`src/rtl/coin_acceptor.sv`:
```
// Coin acceptor front end: synchronises and debounces two coin sensors and emits one-cycle coin codes.
// Optional credit tally is built when COIN_TALLY_EN is defined; otherwise tally is tied to zero.
module coin_acceptor #(
  parameter int DEBOUNCE_CYCLES = 4,
  parameter int JAM_CYCLES      = 200,
  parameter int CNT_W           = 8
) (
  input  logic       clk,
  input  logic       rst,
  input  logic       sensor_lo,
  input  logic       sensor_hi,
  input  logic       accept_en,
  output logic [1:0] coin,
  output logic       reject,
  output logic       jam,
  output logic [7:0] tally
);

  typedef enum logic [2:0] {
    IDLE         = 3'd0,
    DEBOUNCE     = 3'd1,
    EMIT         = 3'd2,
    WAIT_RELEASE = 3'd3,
    JAM          = 3'd4
  } state_t;

  localparam logic [CNT_W-1:0] CNT_ZERO = {CNT_W{1'b0}};
  localparam logic [CNT_W-1:0] CNT_ONE  = CNT_W'(1);
  localparam logic [CNT_W-1:0] DB_LAST  = CNT_W'(DEBOUNCE_CYCLES - 1);
  localparam logic [CNT_W-1:0] DB_MAX   = CNT_W'(DEBOUNCE_CYCLES);
  localparam logic [CNT_W-1:0] JAM_MAX  = CNT_W'(JAM_CYCLES);

  logic [1:0]       sync1_r, sync2_r;
  state_t           state_r, state_s;
  logic [CNT_W-1:0] cnt_r, cnt_s, cnt_inc_s, run_s;
  logic [1:0]       sel_r, sel_s;
  logic             prev_any_r, any_s;
  logic [1:0]       coin_r, coin_s;
  logic             reject_r, reject_s;
  logic             jam_r;

  // Bit 1 is the high-denomination line so a latched pattern doubles as the coin code.
  assign any_s     = |sync2_r;
  assign cnt_inc_s = cnt_r + CNT_ONE;
  // Shared counter restarts at 1 whenever the release phase flips between high-run and low-run.
  assign run_s     = (any_s == prev_any_r) ? cnt_inc_s : CNT_ONE;

  // Two-flop synchronisers for both raw sensor lines.
  always_ff @(posedge clk or posedge rst) begin
    if (rst) begin
      sync1_r <= 2'b00;
      sync2_r <= 2'b00;
    end else begin
      sync1_r <= {sensor_hi, sensor_lo};
      sync2_r <= sync1_r;
    end
  end

  // FSM state, shared counter, latched sensor pattern and registered outputs.
  always_ff @(posedge clk or posedge rst) begin
    if (rst) begin
      state_r    <= IDLE;
      cnt_r      <= CNT_ZERO;
      sel_r      <= 2'b00;
      prev_any_r <= 1'b0;
      coin_r     <= 2'b00;
      reject_r   <= 1'b0;
      jam_r      <= 1'b0;
    end else begin
      state_r    <= state_s;
      cnt_r      <= cnt_s;
      sel_r      <= sel_s;
      prev_any_r <= any_s;
      coin_r     <= coin_s;
      reject_r   <= reject_s;
      jam_r      <= (state_s == JAM);
    end
  end

  // Next-state logic; coin/reject are decided on entry to EMIT so they are live during EMIT.
  always_comb begin
    state_s  = state_r;
    cnt_s    = cnt_r;
    sel_s    = sel_r;
    coin_s   = 2'b00;
    reject_s = 1'b0;
    case (state_r)
      IDLE: begin
        if (any_s) begin
          sel_s   = sync2_r;
          cnt_s   = CNT_ZERO;
          state_s = DEBOUNCE;
        end else begin
          state_s = IDLE;
        end
      end
      DEBOUNCE: begin
        if (sync2_r != sel_r) begin
          cnt_s   = CNT_ZERO;
          state_s = IDLE;
        end else if (cnt_r == DB_LAST) begin
          cnt_s   = CNT_ZERO;
          state_s = EMIT;
          if ((sel_r == 2'b11) || !accept_en) begin
            reject_s = 1'b1;
          end else begin
            coin_s = sel_r;
          end
        end else begin
          cnt_s = cnt_inc_s;
        end
      end
      EMIT: begin
        cnt_s   = CNT_ZERO;
        state_s = WAIT_RELEASE;
      end
      WAIT_RELEASE: begin
        if (any_s && (run_s == JAM_MAX)) begin
          cnt_s   = CNT_ZERO;
          state_s = JAM;
        end else if (!any_s && (run_s == DB_MAX)) begin
          cnt_s   = CNT_ZERO;
          state_s = IDLE;
        end else begin
          cnt_s = run_s;
        end
      end
      JAM: begin
        if (any_s) begin
          cnt_s = CNT_ZERO;
        end else if (cnt_inc_s == DB_MAX) begin
          cnt_s   = CNT_ZERO;
          state_s = IDLE;
        end else begin
          cnt_s = cnt_inc_s;
        end
      end
      default: begin
        cnt_s   = CNT_ZERO;
        sel_s   = 2'b00;
        state_s = IDLE;
      end
    endcase
  end

  assign coin   = coin_r;
  assign reject = reject_r;
  assign jam    = jam_r;

`ifdef COIN_TALLY_EN
  logic [7:0] tally_r;
  logic [8:0] tally_sum_s;

  // Low coin code 01 adds 1 and high code 10 adds 2, so the code itself is the increment.
  assign tally_sum_s = {1'b0, tally_r} + {7'd0, coin_s};

  // Saturating credit tally, cleared only by reset.
  always_ff @(posedge clk or posedge rst) begin
    if (rst) begin
      tally_r <= 8'd0;
    end else if (tally_sum_s[8]) begin
      tally_r <= 8'hFF;
    end else begin
      tally_r <= tally_sum_s[7:0];
    end
  end

  assign tally = tally_r;
`else
  assign tally = 8'd0;
`endif

endmodule

```
`config.mk`:
```
export PLATFORM = sky130hd
export DESIGN_NAME = coin_acceptor
export DESIGN_NICKNAME = d
export VERILOG_FILES = /design/src/rtl/coin_acceptor.sv
export SDC_FILE = /design/constraint.sdc
export NUM_CORES = 1
export LEC_CHECK = 0
export ABC_CLOCK_PERIOD_IN_PS = 2700
export CORE_MARGIN = 8
export CORE_UTILIZATION = 46
export CTS_BUF_LIST = sky130_fd_sc_hd__clkbuf_8
export DETAILED_ROUTE_END_ITERATION = 8
export GPL_TIMING_DRIVEN = 1
export HOLD_SLACK_MARGIN = 0.08
export PLACE_DENSITY = 0.73
export RECOVER_POWER = 50
export SYNTH_ARGS = -nofsm -noshare
export SYNTH_HDL_FRONTEND = slang
export SYNTH_SLANG_ARGS = --single-unit
```
`constraint.sdc`:
```
create_clock -name clk -period 2.7 [get_ports clk]
set_input_delay 0.81 -clock clk [delete_from_list [all_inputs] [get_ports clk]]
set_output_delay 0.81 -clock clk [all_outputs]
set_load 0.02 [all_outputs]
```
# Yosys cells after proc, flatten, opt, wreduce, memory -nomap -nowiden
# Index checks and enable logic that the tools add are counted.
[word_totals] regBits=22 latch_bits=0 mem_bits_rw=0 mem_bits_ro=0 word_cells=60 mem_count=0
[classes] add_sub_neg=1 n_mul=0 div_mod_pow=0 order_cmp=0 n_eq_ne=13 shifts=0 n_mux=27 bitwise=1 reduce_logical=9
[op_table] operator="$mux 8" count=8
[op_table] operator="$pmux 8 s4" count=1
[op_table] operator="$mux 3" count=6
[op_table] operator="$eq 8x3->1 const B" count=2
[op_table] operator="$pmux 3 s5" count=1
[op_table] operator="$mux 2" count=5
[op_table] operator="$add 8x1->8 const B" count=1
[op_table] operator="$eq 8x2->1 const B" count=1
[op_table] operator="$eq 8x8->1 const B" count=1
[op_table] operator="$eq 3x2->1 const B" count=2
[op_table] operator="$eq 3x3->1 const B" count=2
[op_table] operator="$mux 1" count=5
[op_table] operator="$pmux 2 s2" count=1
[op_table] operator="$reduce_or 4->1" count=1
[op_table] operator="$eq 3x1->1 const B" count=1
[op_table] operator="$logic_not 3->1" count=1
[op_table] operator="$eq 2x2->1 const B" count=1
[op_table] operator="$logic_and 1x1->1" count=2
[op_table] operator="$logic_not 1->1" count=2
[op_table] operator="$ne 2x2->1" count=1
[op_table] operator="$ne 2x2->1 const B" count=1
[op_table] operator="$reduce_and 2->1" count=1
[op_table] operator="$reduce_or 2->1" count=1
[op_table] operator="$eq 1x1->1" count=1
[op_table] operator="other kinds (2)" count=2

# Depth between registers and ports, before layout
# Gate-level depths: netlist of the first run.
[logic_depth] word_depth=9 ltp_mapped=7 mapped_depth_nobuf=7

# Worst setup path before layout of the first run
# No wires, ideal clock.
[synth_path] path_kind="register -> register" start="register cnt_r[0]" end="register cnt_r[5]" t_arrival_ns=1.907 t_required_ns=2.569 setup_slack_ns=0.662 stages_incl_launch_ff=8 path_cell_list="dfrtp_1 -> ha_1 -> or4b_4 -> nor4_4 -> nand2b_1 -> nand2_1 -> o32ai_1 -> o21ai_1"
[synth_between] elab_chain_cells=7 word_cells_on_any_way=15
[synth_lines] element="start: declaration" line="35" source="logic [CNT_W-1:0] cnt_r, cnt_s, cnt_inc_s, run_s;"
[synth_lines] element="start signal: assignment" line="71" source="cnt_r <= cnt_s;"
[synth_lines] element="$add 8x1->8" line="44" source="assign cnt_inc_s = cnt_r + CNT_ONE;"
[synth_lines] element="$mux 8" line="46" source="assign run_s = (any_s == prev_any_r) ? cnt_inc_s : CNT_ONE;"
[synth_lines] element="$eq 8x3->1" line="121" source="end else if (!any_s && (run_s == DB_MAX)) begin"
[synth_lines] element="$logic_and 1x1->1" line="121"
[synth_lines] element="$mux 8" line="121"
[synth_lines] element="$mux 8" line="118" source="if (any_s && (run_s == JAM_MAX)) begin"
[synth_lines] element="$pmux 8 s4 (*)" line="87" source="case (state_r)"
# Every way passes the cells marked *; elsewhere a longest branch is shown, timed or not.
# A chain may end at the register's enable or synchronous reset.

# Worst setup path in the final report of the first run
[layout_path] start="register cnt_r[0]" end="register cnt_r[3]"
# Same word-level chain as after synthesis.

==> impl_metrics.csv, run 1 <==
group,metric,value,unit
clocking,cts_tree,"done",
final_layout,fin_cells,182,
timing,tightest_slew,1145,ps
clocking,clockBufferDepth,2,
timing,fmax,435.9,MHz
floorplanning,num_io_pins,17,
clocking,numCtsBuffers,3,
final_layout,syn2layout_area_growth,9.718,%
drt,drtAntennaViolNets,0,
critical_path,crit_family,"simple AND/OR/NAND/NOR gates",
final_layout,multi_input_area,738.2,um2
timing,fin_hold_ws,355.6,ps
yosys,synth-async-reset-ratio,100.0,%
critical_path,critPathBufInv,0,
critical_path,critical_path_class,"reg -> reg",
placed_design,place_inst,178,
power,power.total,0.0009907,W
min_path,worstHoldPathType,"reg -> reg",
clocking,clock_latency,270,ps
power,share_comb_of_total_power,25.1,%
power,p_leak,0.6339,nW
final_layout,nets,156,
final_layout,drive_gt1_share,12.75,%
drt,postRouteWirelength,2831,um
clocking,cts_hold_buf,0,
final_layout,final_cell_mix,"dfrtp_1 (22), nand2_1 (17), nor2_1 (8), conb_1 (8), nand3_1 (7)",
final_layout,regArea,550.5,um2
floorplanning,die_x,70.73,um
floorplanning,core-area,2953,um2
global_route,grt_pass1_vias,1073,
critical_path,cp_slowest_stage_delay,500,ps
drt,drc_errors,0,
clocking,cts_setup_buffers,0,
timing,layout_min_cycle_time,2294,ps
critical_path,crit_chain,"ha_1, or4b_4, nor4_4, nand2b_1, nand2_1, o32ai_1, nand2_1",
yosys,synth_flop_cell,"dfrtp_1",
yosys,ys_warn_count,0,
global_route,grt_use_total,12.25,%
placed_design,numPortBuffers,8,
timing,post-route-period-util,84.97,%
timing,hold_viol_final,0,
timing,setup_violations,0,
global_route,grt.overflow.total,0,
placed_design,gp_congestion,0.9029,
clocking,cts_num_sinks,22,
power,p_seq_share,43.7,%
global_route,grt_max_degree,23,
power,p_switching,0.0003229,W
final_layout,final_area,1511,um2
floorplanning,fp.dieH,70.73,um
critical_path,endpoint_kind,"flop",
floorplanning,start_util,46.65,%
global_route,grt_pass1_wl,4899,um
flow_run,cap_violations,0,
power,power.density,655.5,nW/um2
timing,rsz0062_at_grt,"no",
run_status,status,"completed",
placed_design,hpwl,2150,um
drt,drt_pre_antenna_iters,4,
drt,wl_per_cell,15.55,um
clocking,clkSlewWorstSetupHoldPaths,90,ps
timing,relSlewSlack,23.69,%
final_layout,final_common_cell,"dfrtp_1",
yosys,synth_area,1378,um2
critical_path,arrival,2450,ps
timing,drv_slew,0,
yosys,synth-seq-area-share,39.96,%
yosys,ys_ff_latch,22,
power,clock_power_share,31.2,%
power,ir_drop,0.2952,mV
yosys,syn_area_per_cell,9.840,um2
timing,setup_tns,0,ps
floorplanning,rows,20,
final_layout,fillers,276,
yosys,synth.distinct_cells,48,
power,power.internal,0.0006678,W
timing,skew,11.93,ps
final_layout,antenna_cells,0,
critical_path,start_kind,"flop",
critical_path,cp_max_fo,6,
critical_path,crit_slowest_cell,"or4b_4",
clocking,h-tree-depth,1,
global_route,antenna_found_initial,0,
power,swShare,32.59,%
critical_path,crit_top_cell,"nand2_1",
critical_path,worst_ep_required_time,2860,ps
yosys,synth_edf_count,0,
floorplanning,die_area,5002,um2
placed_design,place_area,1446,um2
drt,drtIter0Drc,29,
drt,num_vias,1061,
clocking,ctsResizeCount,0,
clocking,root_buffer,"clkbuf_8",
drt,routed_via_density,5.830,
yosys,syn_inst,140,
[area by class of cell]
type,instances,share of cell area (%)
Multi-Input combinational cell,108,48.84
Clock buffer,3,2.732
Timing Repair Buffer,10,6.043
Sequential cell,22,36.42
Inverter,5,1.242
Clock inverter,1,1.987
Tap cell,33,2.732
[final timing paths]
kind	from	cells after the start	end	slack (ps)
max	cnt_r[0]$_DFFE_PP0P_	7	cnt_r[3]$_DFFE_PP0P_	410
min reg2reg	sync1_r[0]$_DFF_PP0_	0	sync2_r[0]$_DFF_PP0_	360
min in group asynchronous	rst	3	sel_r[1]$_DFFE_PP0P_	1330
max reg2reg	cnt_r[0]$_DFFE_PP0P_	7	cnt_r[3]$_DFFE_PP0P_	410
min	sync1_r[0]$_DFF_PP0_	0	sync2_r[0]$_DFF_PP0_	360
max in group asynchronous	rst	3	cnt_r[2]$_DFFE_PP0P_	680
[through the flow]
step / setup slack, ps / utilization (%)
2_1_floorplan: 662.2 / -
3_3_place_gp: 550.1 / 48.98
5_1_grt: 234.1 / 51.19
4_1_cts: 437.1 / 51.40
3_5_place_dp: 439.7 / 48.98
6_report: 405.8 / 51.19
[Yosys cell counts, drive strengths merged (3+ instances only)]
cell type	number	area, um2
nand3	9	62.56
nand2b	3	18.77
xnor2	4	35.03
a21oi	6	30.03
o21ai	9	45.04
nand2	17	63.81
nor2	9	38.79
mux2i	3	30.03
buf	11	90.08
dfrtp	22	550.5
nor4	4	70.07
inv	5	18.77
nor3	5	40.04
[cell families after synthesis]
kind of cell | Yosys count | share of synthesized area, %
xor+xnor | 5 | 3.179
compound gates | 30 | 15.53
buf+inv | 17 | 8.174
flops | 22 | 39.96
simple gates | 61 | 29.79
fa+ha+maj | 1 | 0.9081
mux | 3 | 2.180
other cells | 1 | 0.2722
[per-layer routing]
layer | routed length, um | vias up | GRT usage, % | share of wire (%)
li1 | - | 509 | - | -
met1 | 1195 | 514 | 13.93 | 42
met2 | 1425 | 29 | 20.70 | 50
met3 | 109 | 9 | 1.977 | 3.9
met4 | 99 | 0 | 8.083 | 3.5
met5 | 0 | - | 0 | 0
[registers in the layout (all words and copies together), names as in the netlist]
name	count
state_r	3
sync2_r	2
coin	2
reject	1
jam	1
cnt_r	8
sync1_r	2
sel_r	2
prev_any_r	1
[power groups by stage]
stage	combinational [W]	sequential [W]	clock, W
3_5_place_dp	0.000249	0.000437	0
4_1_cts	0.000250	0.000432	0.000318
5_1_grt	0.000277	0.000438	0.000332
2_1_floorplan	0.000208	0.000423	0
3_3_place_gp	0.000243	0.000434	0
6_report	0.000249	0.000433	0.000309
No activity file was read; power rests on OpenSTA's default activity.
==> run 2: changes to the inputs <==
--- a/config.mk
+++ b/config.mk
@@ -5,14 +5,14 @@
 export SDC_FILE = /design/constraint.sdc
 export NUM_CORES = 1
 export LEC_CHECK = 0
-export ABC_CLOCK_PERIOD_IN_PS = 2700
+export ABC_CLOCK_PERIOD_IN_PS = 1900
 export CORE_MARGIN = 8
 export CORE_UTILIZATION = 46
 export CTS_BUF_LIST = sky130_fd_sc_hd__clkbuf_8
 export DETAILED_ROUTE_END_ITERATION = 8
 export GPL_TIMING_DRIVEN = 1
 export HOLD_SLACK_MARGIN = 0.08
-export PLACE_DENSITY = 0.73
+export PLACE_DENSITY = 0.76
 export RECOVER_POWER = 50
 export SYNTH_ARGS = -nofsm -noshare
 export SYNTH_HDL_FRONTEND = slang
==> constraint.sdc (replaced) <==
create_clock -name clk -period 1.9 [get_ports clk]
set_input_delay 0.57 -clock clk [delete_from_list [all_inputs] [get_ports clk]]
set_output_delay 0.57 -clock clk [all_outputs]
set_load 0.02 [all_outputs]
==> impl_metrics.csv, run 2 (synthesized netlist as in run 1, its figures left out) <==
group,metric,value,unit
drt,drtIter0Drc,73,
critical_path,start_kind,"flop",
min_path,worst_hold_startpoint,"sync1_r[0]$_DFF_PP0_",
drt,routed_via_density,5.646,
critical_path,worst_ep_required_time,2050,ps
floorplanning,core-area,2953,um2
final_layout,final_area,1831,um2
min_path,min_path_cells,0,
drt,drt_pre_antenna_iters,4,
power,p_leak,0.7658,nW
floorplanning,start_util,46.65,%
final_layout,regMostFlops,"cnt_r",
min_path,worstHoldPathType,"reg -> reg",
clocking,clock_latency,270,ps
final_layout,syn2layout_area_growth,32.88,%
placed_design,place_area,1604,um2
critical_path,cp_slowest_stage_delay,470,ps
timing,fin_hold_ws,359.0,ps
global_route,grt.busiest_layer,"met2",
timing,layout_min_cycle_time,2052,ps
timing,post-route-period-util,108.0,%
final_layout,final_cell_mix,"buf_4 (24), dfrtp_1 (18), nand2_1 (16)",
final_layout,final_common_cell,"buf_4",
clocking,cts_tree,"done",
min_path,min_to,"sync2_r[0]$_DFF_PP0_",
floorplanning,rows,20,
critical_path,r2r_cells,7,
drt,drtAntennaViolNets,0,
clocking,root_buffer,"clkbuf_8",
critical_path,arrival,2200,ps
critical_path,r2r_start,"cnt_r[1]$_DFFE_PP0P_",
critical_path,critical_path_class,"reg -> reg",
critical_path,worst-r2r-setup-slack,-150,ps
flow_run,cap_violations,0,
floorplanning,num_io_pins,17,
run_status,violations,"negative setup slack",
clocking,cts_num_sinks,22,
timing,setup_violations,9,
power,power.density,879.1,nW/um2
clocking,clockBufferDepth,2,
timing,tightest_slew,548.3,ps
critical_path,crit_family,"simple AND/OR/NAND/NOR gates",
floorplanning,fp.dieH,70.73,um
global_route,grt_max_degree,23,
placed_design,hpwl,2433,um
final_layout,largest_reg_flops,8,
global_route,use_met1,16.57,%
final_layout,fin_cells,206,
timing,rsz0062_at_grt,"yes",
global_route,grt_use_total,14.80,%
timing,worst_slack,-152.0,ps
clocking,numCtsBuffers,3,
critical_path,endpoint_kind,"flop",
global_route,use_met2,25.95,%
drt,drc_errors,0,
drt,wl_per_cell,17.39,um
critical_path,crit_chain,"ha_4, or4b_4, nor4_4, buf_4, a21oi_4, nor3_2, o21ai_1",
global_route,antenna_found_initial,0,
clocking,h-tree-depth,1,
timing,setup_tns,-1016,ps
drt,num_vias,1163,
global_route,use_met3,2.825,%
clocking,clkSlewWorstSetupHoldPaths,80,ps
placed_design,gp_congestion,0.9722,
final_layout,nets,180,
timing,skew,7.214,ps
power,ir_drop,0.7524,mV
floorplanning,die_x,70.73,um
final_layout,reg.largest.list,"cnt_r x8, state_r x3",
global_route,grt_pass1_wl,5913,um
timing,drv_slew,0,
timing,fmax,487.3,MHz
critical_path,critPathBufInv,1,
run_status,status,"complete, but fails checks",
timing,relSlewSlack,63.44,%
global_route,grt.overflow.total,0,
placed_design,numPortBuffers,8,
critical_path,r2r_end,"cnt_r[6]$_DFFE_PP0P_",
drt,postRouteWirelength,3583,um
global_route,grt_pass1_vias,1245,
final_layout,antenna_cells,0,
critical_path,cp_max_fo,4,
floorplanning,die_area,5002,um2
final_layout,drive_gt1_share,36.42,%
placed_design,place_inst,197,
timing,hold_viol_final,0,
critical_path,crit_slowest_cell,"or4b_4",
run 2: changes by cell type in the layout (fill, tap and decap cells not counted), moves of 2 or more:
| cell | previous run | this run |
|---|---|---|
| buf_4 | 1 | 24 |
| o32ai_2 | 0 | 2 |
| o32ai_1 | 2 | 0 |
| dfrtp_2 | 0 | 4 |
| nor3b_1 | 2 | 0 |
| nor3_4 | 0 | 2 |
| dfrtp_1 | 22 | 18 |
| nor3b_2 | 0 | 2 |
run 2: worst max-delay path by stage:
stage                         start              endpoint  slack (ps)  depth (start not counted)
5_1_grt        cnt_r[1]$_DFFE_PP0P_  cnt_r[2]$_DFFE_PP0P_        -260                          7
4_1_cts        cnt_r[1]$_DFFE_PP0P_  cnt_r[2]$_DFFE_PP0P_        -110                          7
3_5_place_dp   cnt_r[1]$_DFFE_PP0P_  cnt_r[5]$_DFFE_PP0P_        -130                          7
3_3_place_gp   cnt_r[1]$_DFFE_PP0P_  cnt_r[5]$_DFFE_PP0P_         -80                          7
2_1_floorplan  cnt_r[0]$_DFFE_PP0P_  cnt_r[5]$_DFFE_PP0P_         -10                          7
6_report       cnt_r[1]$_DFFE_PP0P_  cnt_r[6]$_DFFE_PP0P_        -150                          7
run 2: routing by layer:
layer	part of all wire (%)	vias up
li1	-	553
met1	40	558
met2	52	41
met3	5.1	11
met4	2.6	0
met5	0	-
run 2: repair_timing:
action	CTS	global route
resized for setup	14	8
setup endpoints to repair	9	12
gates cloned	0	0
buffers inserted	4	1
pin swaps	4	3
hold buffers	0	0
endpoints found under the hold margin	0	0
run 2: layout make-up:
| class | instances | area (um2) |
|---|---|---|
| tap | 33 | 41.29 |
| timing repair buffer | 34 | 276.5 |
| fill | 221 | 1122 |
| sequential | 22 | 555.5 |
| multi-input combinational | 108 | 867.1 |
| clock buffer | 3 | 41.29 |
| clock inverter | 1 | 30.03 |
| inverter | 5 | 18.77 |
run 2: power breakdown:
| group | internal (W) | switching, W | total [W] |
|---|---|---|---|
| clock | 0.000282 | 0.000156 | 0.000438 |
| sequential | 0.000526 | 0.0000842 | 0.000610 |
| combinational | 0.000255 | 0.000307 | 0.000562 |
| total | 0.00106 | 0.000547 | 0.00161 |
run 2: per-stage QoR:
step           util [%]  setup WS [ps]   power, W
5_1_grt           61.99         -255.5   0.001683
6_report          61.99         -152.0   0.001609
3_5_place_dp      54.32         -131.6   0.001057
4_1_cts           60.42         -109.5   0.001572
3_3_place_gp      54.32         -81.62   0.001040
2_1_floorplan         -         -11.91  0.0009097
